--- config.mk ---
export PLATFORM = sky130hd
export DESIGN_NAME = scoreboard
export DESIGN_NICKNAME = d
export VERILOG_FILES = /design/src/rtl/scoreboard.sv
export SDC_FILE = /design/constraint.sdc
export NUM_CORES = 2
export LEC_CHECK = 0
export CAP_MARGIN = 0
export CORE_AREA = 2 2 439 441
export CTS_CLUSTER_DIAMETER = 60
export DETAILED_ROUTE_END_ITERATION = 7
export DIE_AREA = 0 0 441 443
export PLACE_DENSITY = 0.58
export RECOVER_POWER = 50
export SETUP_SLACK_MARGIN = 0.15
export SLEW_MARGIN = 10
export SYNTH_ARGS = -nofsm -noshare
export SYNTH_HDL_FRONTEND = slang
export SYNTH_SLANG_ARGS = --single-unit
--- constraint.sdc ---
create_clock -name clk_i -period 55.1 [get_ports clk_i]
set_clock_uncertainty 0.15 [all_clocks]
set_input_delay 13.775 -clock clk_i [delete_from_list [all_inputs] [get_ports clk_i]]
set_output_delay 13.775 -clock clk_i [all_outputs]
set_load 0.1 [all_outputs]
--- src/rtl/scoreboard.sv ---
// Circular in-order scoreboard between decode (writer) and commit (reader).
// Decode pushes entries tagged with a trans_id equal to the issue pointer.
// Functional units write results back out of order by trans_id.
// Commit pops entries strictly in program order once their result is valid.
// Optional feature: define SB_FORWARD_EN to add the rs1/rs2 operand-forwarding lookup ports.

package scoreboard_pkg;
  parameter int unsigned NR_SB_ENTRIES = 4;
  parameter int unsigned NR_WB_PORTS   = 3;
  parameter int unsigned TRANS_ID_BITS = $clog2(NR_SB_ENTRIES);

  typedef struct packed {
    logic [63:0] cause;
    logic [63:0] tval;
    logic        valid;
  } exception_t;

  typedef struct packed {
    logic [63:0]              pc;
    logic [TRANS_ID_BITS-1:0] trans_id;
    logic [4:0]               rd;
    logic [63:0]              result;
    logic                     valid;
    exception_t               ex;
  } scoreboard_entry_t;

  parameter int unsigned EX_W       = $bits(exception_t);
  parameter int unsigned SB_ENTRY_W = $bits(scoreboard_entry_t);
endpackage

module scoreboard #(
  parameter int unsigned NR_ENTRIES  = scoreboard_pkg::NR_SB_ENTRIES,
  parameter int unsigned NR_WB_PORTS = scoreboard_pkg::NR_WB_PORTS
) (
  input  logic                                                     clk_i,
  input  logic                                                     rst_i,
  input  logic                                                     flush_i,
  output logic                                                     full_o,
`ifdef SB_FORWARD_EN
  input  logic [4:0]                                               rs1_i,
  input  logic [4:0]                                               rs2_i,
  output logic [63:0]                                              rs1_o,
  output logic [63:0]                                              rs2_o,
  output logic                                                     rs1_valid_o,
  output logic                                                     rs2_valid_o,
  output logic                                                     rs1_busy_o,
  output logic                                                     rs2_busy_o,
`endif
  input  logic [scoreboard_pkg::SB_ENTRY_W-1:0]                    decoded_instr_i,
  input  logic                                                     decoded_instr_valid_i,
  output logic                                                     decoded_instr_ack_o,
  output logic [scoreboard_pkg::TRANS_ID_BITS-1:0]                 issue_trans_id_o,
  input  logic [NR_WB_PORTS-1:0][scoreboard_pkg::TRANS_ID_BITS-1:0] trans_id_i,
  input  logic [NR_WB_PORTS-1:0][63:0]                             wdata_i,
  input  logic [NR_WB_PORTS-1:0]                                   wb_valid_i,
  input  logic [NR_WB_PORTS-1:0][scoreboard_pkg::EX_W-1:0]         ex_i,
  output logic [scoreboard_pkg::SB_ENTRY_W-1:0]                    commit_instr_o,
  output logic                                                     commit_valid_o,
  input  logic                                                     commit_ack_i
);

  typedef scoreboard_pkg::scoreboard_entry_t entry_t;
  typedef scoreboard_pkg::exception_t        exc_t;

  // Pointers are exactly trans_id wide so they wrap naturally at NR_ENTRIES.
  localparam int unsigned IdW  = scoreboard_pkg::TRANS_ID_BITS;
  localparam int unsigned CntW = IdW + 1;

  entry_t                mem_q [NR_ENTRIES];
  entry_t                mem_d [NR_ENTRIES];
  logic [NR_ENTRIES-1:0] occupied_q, occupied_d;
  logic [IdW-1:0]        issue_ptr_q, issue_ptr_d;
  logic [IdW-1:0]        commit_ptr_q, commit_ptr_d;
  logic [CntW-1:0]       count_q, count_d;
  logic                  enq, deq;
  exc_t                  wb_exc;

  // Handshakes are derived from registered state only; no commit-to-enqueue bypass.
  assign full_o              = (count_q == CntW'(NR_ENTRIES));
  assign decoded_instr_ack_o = decoded_instr_valid_i & ~full_o & ~flush_i;
  assign issue_trans_id_o    = issue_ptr_q;
  assign commit_instr_o      = mem_q[commit_ptr_q];
  assign commit_valid_o      = (count_q != '0) & mem_q[commit_ptr_q].valid;
  assign enq                 = decoded_instr_ack_o;
  assign deq                 = commit_ack_i & commit_valid_o & ~flush_i;

  // Next-state: writeback, then commit, then enqueue; flush overrides everything.
  always_comb begin
    mem_d        = mem_q;
    occupied_d   = occupied_q;
    issue_ptr_d  = issue_ptr_q;
    commit_ptr_d = commit_ptr_q;
    count_d      = count_q;
    wb_exc       = '0;

    if (flush_i) begin
      for (int unsigned i = 0; i < NR_ENTRIES; i++) begin
        mem_d[i] = '0;
      end
      occupied_d   = '0;
      issue_ptr_d  = '0;
      commit_ptr_d = '0;
      count_d      = '0;
    end else begin
      // Ascending port order lets the highest port index win on a slot collision.
      for (int unsigned p = 0; p < NR_WB_PORTS; p++) begin
        if (wb_valid_i[p] && occupied_q[trans_id_i[p]]) begin
          wb_exc                        = ex_i[p];
          mem_d[trans_id_i[p]].result   = wdata_i[p];
          mem_d[trans_id_i[p]].valid    = 1'b1;
          if (wb_exc.valid) begin
            mem_d[trans_id_i[p]].ex = wb_exc;
          end
        end
      end

      if (deq) begin
        occupied_d[commit_ptr_q]  = 1'b0;
        mem_d[commit_ptr_q].valid = 1'b0;
        commit_ptr_d              = commit_ptr_q + 1'b1;
      end

      // The issue slot is never occupied when enq is high, so no writeback can race it.
      if (enq) begin
        mem_d[issue_ptr_q]          = decoded_instr_i;
        mem_d[issue_ptr_q].trans_id = issue_ptr_q;
        mem_d[issue_ptr_q].valid    = mem_d[issue_ptr_q].ex.valid;
        occupied_d[issue_ptr_q]     = 1'b1;
        issue_ptr_d                 = issue_ptr_q + 1'b1;
      end

      case ({enq, deq})
        2'b10:   count_d = count_q + 1'b1;
        2'b01:   count_d = count_q - 1'b1;
        default: count_d = count_q;
      endcase
    end
  end

  // State registers with asynchronous active-high reset.
  always_ff @(posedge clk_i or posedge rst_i) begin
    if (rst_i) begin
      for (int unsigned i = 0; i < NR_ENTRIES; i++) begin
        mem_q[i] <= '0;
      end
      occupied_q   <= '0;
      issue_ptr_q  <= '0;
      commit_ptr_q <= '0;
      count_q      <= '0;
    end else begin
      for (int unsigned i = 0; i < NR_ENTRIES; i++) begin
        mem_q[i] <= mem_d[i];
      end
      occupied_q   <= occupied_d;
      issue_ptr_q  <= issue_ptr_d;
      commit_ptr_q <= commit_ptr_d;
      count_q      <= count_d;
    end
  end

`ifdef SB_FORWARD_EN
  logic [IdW-1:0] fwd_idx;

  // Walk from oldest to youngest so the last match is the nearest producer before issue_ptr.
  always_comb begin
    rs1_o       = '0;
    rs2_o       = '0;
    rs1_valid_o = 1'b0;
    rs2_valid_o = 1'b0;
    rs1_busy_o  = 1'b0;
    rs2_busy_o  = 1'b0;
    fwd_idx     = '0;
    for (int unsigned i = 0; i < NR_ENTRIES; i++) begin
      fwd_idx = commit_ptr_q + IdW'(i);
      if ((CntW'(i) < count_q) && occupied_q[fwd_idx]) begin
        if ((rs1_i != 5'd0) && (mem_q[fwd_idx].rd == rs1_i)) begin
          rs1_valid_o = mem_q[fwd_idx].valid;
          rs1_busy_o  = ~mem_q[fwd_idx].valid;
          rs1_o       = mem_q[fwd_idx].valid ? mem_q[fwd_idx].result : '0;
        end
        if ((rs2_i != 5'd0) && (mem_q[fwd_idx].rd == rs2_i)) begin
          rs2_valid_o = mem_q[fwd_idx].valid;
          rs2_busy_o  = ~mem_q[fwd_idx].valid;
          rs2_o       = mem_q[fwd_idx].valid ? mem_q[fwd_idx].result : '0;
        end
      end
    end
  end
`endif

endmodule
Word level (Yosys, flattened, before mapping). Cells that the tools add are included.

Bitwise logic cells: 15. Eq/ne operators: 3. Reductions and logical operators: 14. $add $sub $neg: 4. $lt $le $gt $ge: 17. Muxes and demuxes: 78.

Operators with widths (number): bitwise mux 1060 bit (13); two-way mux 1060 bit (13); demux 265 bit (select 2 bit) (13); binary-select mux 265 bit (select 2 bit) (2); two-way mux 265 bit (3); two-way mux 130 bit (5); two-way mux 194 bit (3); two-way mux 129 bit (3); two-way mux 201 bit (1); two-way mux 4 bit (4); greater-or-equal comparator 3 bit (second input constant) (5); less-than comparator 2 x 3 -> 1 bit (second input constant) (5); less-than comparator 3 x 1 -> 1 bit (second input constant) (5); inverter 2 -> 3 bit (5); logical AND 1 bit (10); two-way mux 2 bit (4); two-way mux 1 bit (7); binary-select mux 1 bit (select 2 bit) (3); case mux 3 bit (2 select lines) (1); nonzero test 3 bit (2); AND 1 bit (5); adder 2 x 1 -> 2 bit (second input constant) (2); AND 4 bit (1); demux 1 bit (select 2 bit) (2); 11 further kinds (14).

Register bits after elaboration: 1071. Output and inout port bits: 270. Input bits: 858. Word-level logic and storage cells: 167.

Longest topological paths before layout.
Depth in word-level cells: 34. Mapped depth: 10. Mapped depth without buffers: 8.

Worst setup path after synthesis. OpenSTA, ideal clock, no wires.

Kind: input to output. From: input port flush_i. To: output port decoded_instr_ack_o. Data arrival time: 15.621 ns. Required time: 41.175 ns. Stages on the path: 4. Path slack: 25.554 ns. Path buffers: 3. Path through: clkbuf_1 -> clkbuf_1 -> clkbuf_1 -> nor2b_1.

Cells in the longest elaborated chain, start to end: 2.

RTL lines: start: declaration (RTL line 37) `input logic flush_i,`; inverter 1 bit (RTL line 80) `assign decoded_instr_ack_o = decoded_instr_valid_i & ~full_o & ~flush_i;`; AND 1 bit (RTL line 80); end: declaration (RTL line 51) `output logic decoded_instr_ack_o,`.

No other way between the ends.

==> implementation parameters <==
Parameter                              Value

Clock network
  Cts bufs inserted ... 146
  # Post-CTS Setup Buffers ... 0
  Htree depth ... 4
  Number of instances resized during post-cts repair ... 0
  Count of clock tree sinks ... 1070
  Post-CTS clock slew at the launch and capture registers of the worst setup and hold paths ... 50 ps
  Root buffer selected by CTS ... sky130_fd_sc_hd__clkbuf_16
  Clock tree from TritonCTS ... built
  Number of buffers between clock root and the deepest sink ... 3
  Post-CTS Hold Fix Bufs ... 0
  Clock Latency Late Sink ... 820 ps

Route
  WL per Instance ... 29.0 um
  Sum of met3 wire segment lengths after detailed routing ... 30.9 mm
  Total Routed Length ... 322 mm
  Max Used Layer ... met5
  First drt pass iteration count ... 8
  DRT met1 WL ... 122 mm
  Met2 WL post-DR ... 149 mm
  DR vias/cell ... 6.26
  Vias ... 69600
  Number of design-rule violations left by the first detailed-router iteration ... 7407
  Post-route DRC violation count ... 0
  Antenna Nets Post-Route ... 0

Logic synthesis
  Number of standard cells after synthesis ... 7779
  Netlist cell types ... 51
  Syn avg cell area ... 9.33 um2
  Async set-or-reset flop fraction in the synthesized netlist ... 100%
  Leading cell type by number of instances after synthesis ... sky130_fd_sc_hd__nor2_1
  Number of flops mapped to enable cells by yosys ... 0
  Yosys reg bits ... 1070
  Share of the synthesized area in the top cell type ... 36.9%
  Most frequent cells after synthesis ... sky130_fd_sc_hd__nor2_1 (1559), sky130_fd_sc_hd__dfrtp_1 (1070), sky130_fd_sc_hd__a21oi_1 (797)
  Net count of the mapped netlist ... 8646
  Netlist area before placement ... 72600 um2
  Cell types with the largest area share after synthesis ... sky130_fd_sc_hd__dfrtp_1 (37%), sky130_fd_sc_hd__mux2i_1 (11%), sky130_fd_sc_hd__mux4_2 (8.2%), sky130_fd_sc_hd__nor2_1 (8.1%), sky130_fd_sc_hd__a211oi_1 (6.9%)
  Sequential fraction of the synthesis area ... 36.9%
  Cell type with the highest aggregate area in the netlist ... sky130_fd_sc_hd__dfrtp_1
  Top FF cell, synth ... sky130_fd_sc_hd__dfrtp_1
  Yosys warning total ... 0

GRT
  Global routing usage summed across all routing layers ... 31.8%
  Vias in the first global route ... 69400
  Wire length of the first global-routing pass ... 470 mm
  Leftover overflow at the end of global routing ... 0
  Number of antenna violations at the first check in global routing ... 205
  Maximum number of pins on one net before global-route repair ... 200

Hold path
  Hold Startpoint ... mem_q[729]$_DFFE_PP0P_
  Number of cells on the worst hold path ... 2
  Min-Delay Path Class ... reg2reg
  Sink of the worst hold path ... mem_q[729]$_DFFE_PP0P_

Outcome
  Run status ... finished, violations left
  Failing checks ... max-capacitance violations, max-slew violations

Pwr
  LEAKAGE ... 37.4 nW
  Worst voltage drop across the vdd grid ... 0.0238 mV
  Fraction of power spent switching nets ... 35.3%
  Seq pwr share ... 34.0%
  Internal power ... 1.66 mW
  Clock share of power ... 38.4%
  Total power density per cell area ... 28.8 nW/um2
  Combinational group share of total power ... 27.6%
  Switching Power ... 0.906 mW

Placed design
  Global placement routability congestion ... 0.877
  Placed cell count ... 10700
  Half-perimeter wire length after detailed placement ... 189 mm
  Port Buffer Count ... 1124

Critical path
  Setup slack on the worst flop-to-flop path ... 44570 ps
  CP dominant cell by count ... sky130_fd_sc_hd__clkbuf_1
  Setup crit end kind ... flip-flop
  Cells traversed along the worst timing path ... clkbuf_1 -> clkbuf_1 -> clkbuf_1 -> clkbuf_1 -> buf_4 -> a211oi_1
  Crit Path Class ... in2reg
  Crit-path max FO ... 199
  Capture point of the worst reg-to-reg path ... mem_q[646]$_DFF_PP0_
  Critical R2R Launch ... count_q[0]$_DFFE_PP0P_
  Worst reg-to-reg path cell count ... 8
  Slowest stage cell, crit path ... sky130_fd_sc_hd__clkbuf_1
  Slowest stage delay, CP ... 7900 ps
  Data arrival at the endpoint of the critical path ... 37020 ps
  Type of origin of the critical path ... input port
  Data required time at the worst endpoint ... 55600 ps

Floorplan
  DIE HEIGHT ... 443 um
  Width of the chip ... 441 um
  Standard-cell row count ... 161
  Starting utilization of the core area ... 38.0%
  Core footprint ... 191000 um2
  IO Pins ... 1128
  Die footprint ... 195000 um2

STA
  Slew Limit Headroom ... -643%
  Final setup viols ... 0
  Slew at the pin closest to its max-slew limit ... 11150 ps
  Share of the cycle needed by the critical path after routing ... 66.3%
  Highest clock rate ... 0.0274 GHz
  Max-slew violation count ... 2182
  Crit path time final ... 36510 ps
  Endpoints failing hold ... 0
  RSZ-0062 raised after global routing ... false
  Final-layout setup total negative slack ... 0 ps

Final layout
  Area delta synth->final ... 22.6%
  Ratio of cells with drive above 1 in the final layout ... 10.8%
  Final nets ... 9187
  Post-route insts no fill ... 11100
  Fraction of the core area covered by cells at the end of the flow ... 46.5%

Flow run
  Max-cap viol count ... 28
==> registers in the layout, summed over array words and instances, names as in the netlist <==
register / flops
commit_ptr_q: 2
issue_trans_id_o: 2
count_q: 3
occupied_q: 4
mem_q: 1059
==> per-layer routing <==
layer  vias to the layer above  track usage (%)
met3                       891             8.90
met1                     35000             38.7
li1                      29900                -
met2                      3705             49.3
met4                       108             20.3
met5                         -                0
==> stage by stage <==
| stage | hold slack [ps] | power (mW) | cell area (um2) | setup WS [ps] |
|---|---|---|---|---|
| finish | 360 | 2.56 | 89000 | 18590 |
| global route | 384 | 2.65 | 88900 | 18400 |
| CTS | 363 | 2.57 | 89100 | 24520 |
| detailed placement | 344 | 1.59 | 84200 | 24530 |
| global placement | 328 | 1.58 | 84200 | 24520 |
| floorplan | 311 | 1.35 | 72600 | 11050 |
==> worst max-delay path: cells and delay by family <==
kind,cells,cell delay [ps]
buf+inv,5,22470
compound gates,1,90
==> layout make-up <==
cell class | instances | area [um2]
Fill cell | 18200 | 102000
Multi-Input combinational cell | 5849 | 41500
Clock buffer | 207 | 4130
Timing Repair Buffer | 1240 | 12200
Sequential cell | 1070 | 26800
Clock inverter | 53 | 778
Tap cell | 2526 | 3160
Inverter | 13 | 50.0
Antenna cell | 157 | 393
==> worst max-delay path by stage <==
stage / start / slack, ps / endpoint / cells past startpoint
final: flush_i / 18590 / mem_q[54]$_DFF_PP0_ / 6
after global routing: flush_i / 18400 / mem_q[22]$_DFF_PP0_ / 6
after CTS: decoded_instr_valid_i / 24520 / decoded_instr_ack_o / 4
after detailed placement: decoded_instr_valid_i / 24530 / decoded_instr_ack_o / 4
after global placement: decoded_instr_valid_i / 24520 / decoded_instr_ack_o / 4
after floorplan: rst_i / 11050 / commit_ptr_q[0]$_DFFE_PP0P_ / 1
==> cells in the final DEF (no fill, tap or decap), types with 60 or more instances in the layout <==
cell,count
sky130_fd_sc_hd__a211o_1,514
sky130_fd_sc_hd__a211oi_1,736
sky130_fd_sc_hd__a211oi_2,294
sky130_fd_sc_hd__a21oi_1,797
sky130_fd_sc_hd__buf_4,87
sky130_fd_sc_hd__clkbuf_1,60
sky130_fd_sc_hd__clkbuf_16,146
sky130_fd_sc_hd__clkdlybuf4s50_1,1112
sky130_fd_sc_hd__dfrtp_1,1068
sky130_fd_sc_hd__diode_2,157
sky130_fd_sc_hd__mux2i_1,772
sky130_fd_sc_hd__mux4_2,265
sky130_fd_sc_hd__nand2_1,563
sky130_fd_sc_hd__nor2_1,1556
sky130_fd_sc_hd__nor3_1,259
==> kinds of logic (layout without fill, tap and decap cells) <==
| family | after synthesis | in the layout | share of synthesized area [%] |
|---|---|---|---|
| DFF | 1070 | 1070 | 36.9 |
| adders and majority gates | 9 | 9 | 0.165 |
| AOI/OAI and AO/OA | 2369 | 2369 | 25.1 |
| muxes | 1037 | 1037 | 18.9 |
| and+or+nand+nor | 2429 | 2429 | 13.3 |
| other | 0 | 157 | 0 |
| xor gates and xnor gates | 5 | 5 | 0.0603 |
| buffers and inverters | 860 | 1513 | 5.66 |
==> power by group through the flow <==
stage          Combinational, mW  Clock, mW  Sequential [mW]
6_report                   0.707      0.984            0.873
5_1_grt                    0.741       1.03            0.879
4_1_cts                    0.705      0.997            0.871
3_5_place_dp               0.703          0            0.885
3_3_place_gp               0.695          0            0.883
2_1_floorplan              0.475          0            0.877
Power figures use the tool's default switching activity.
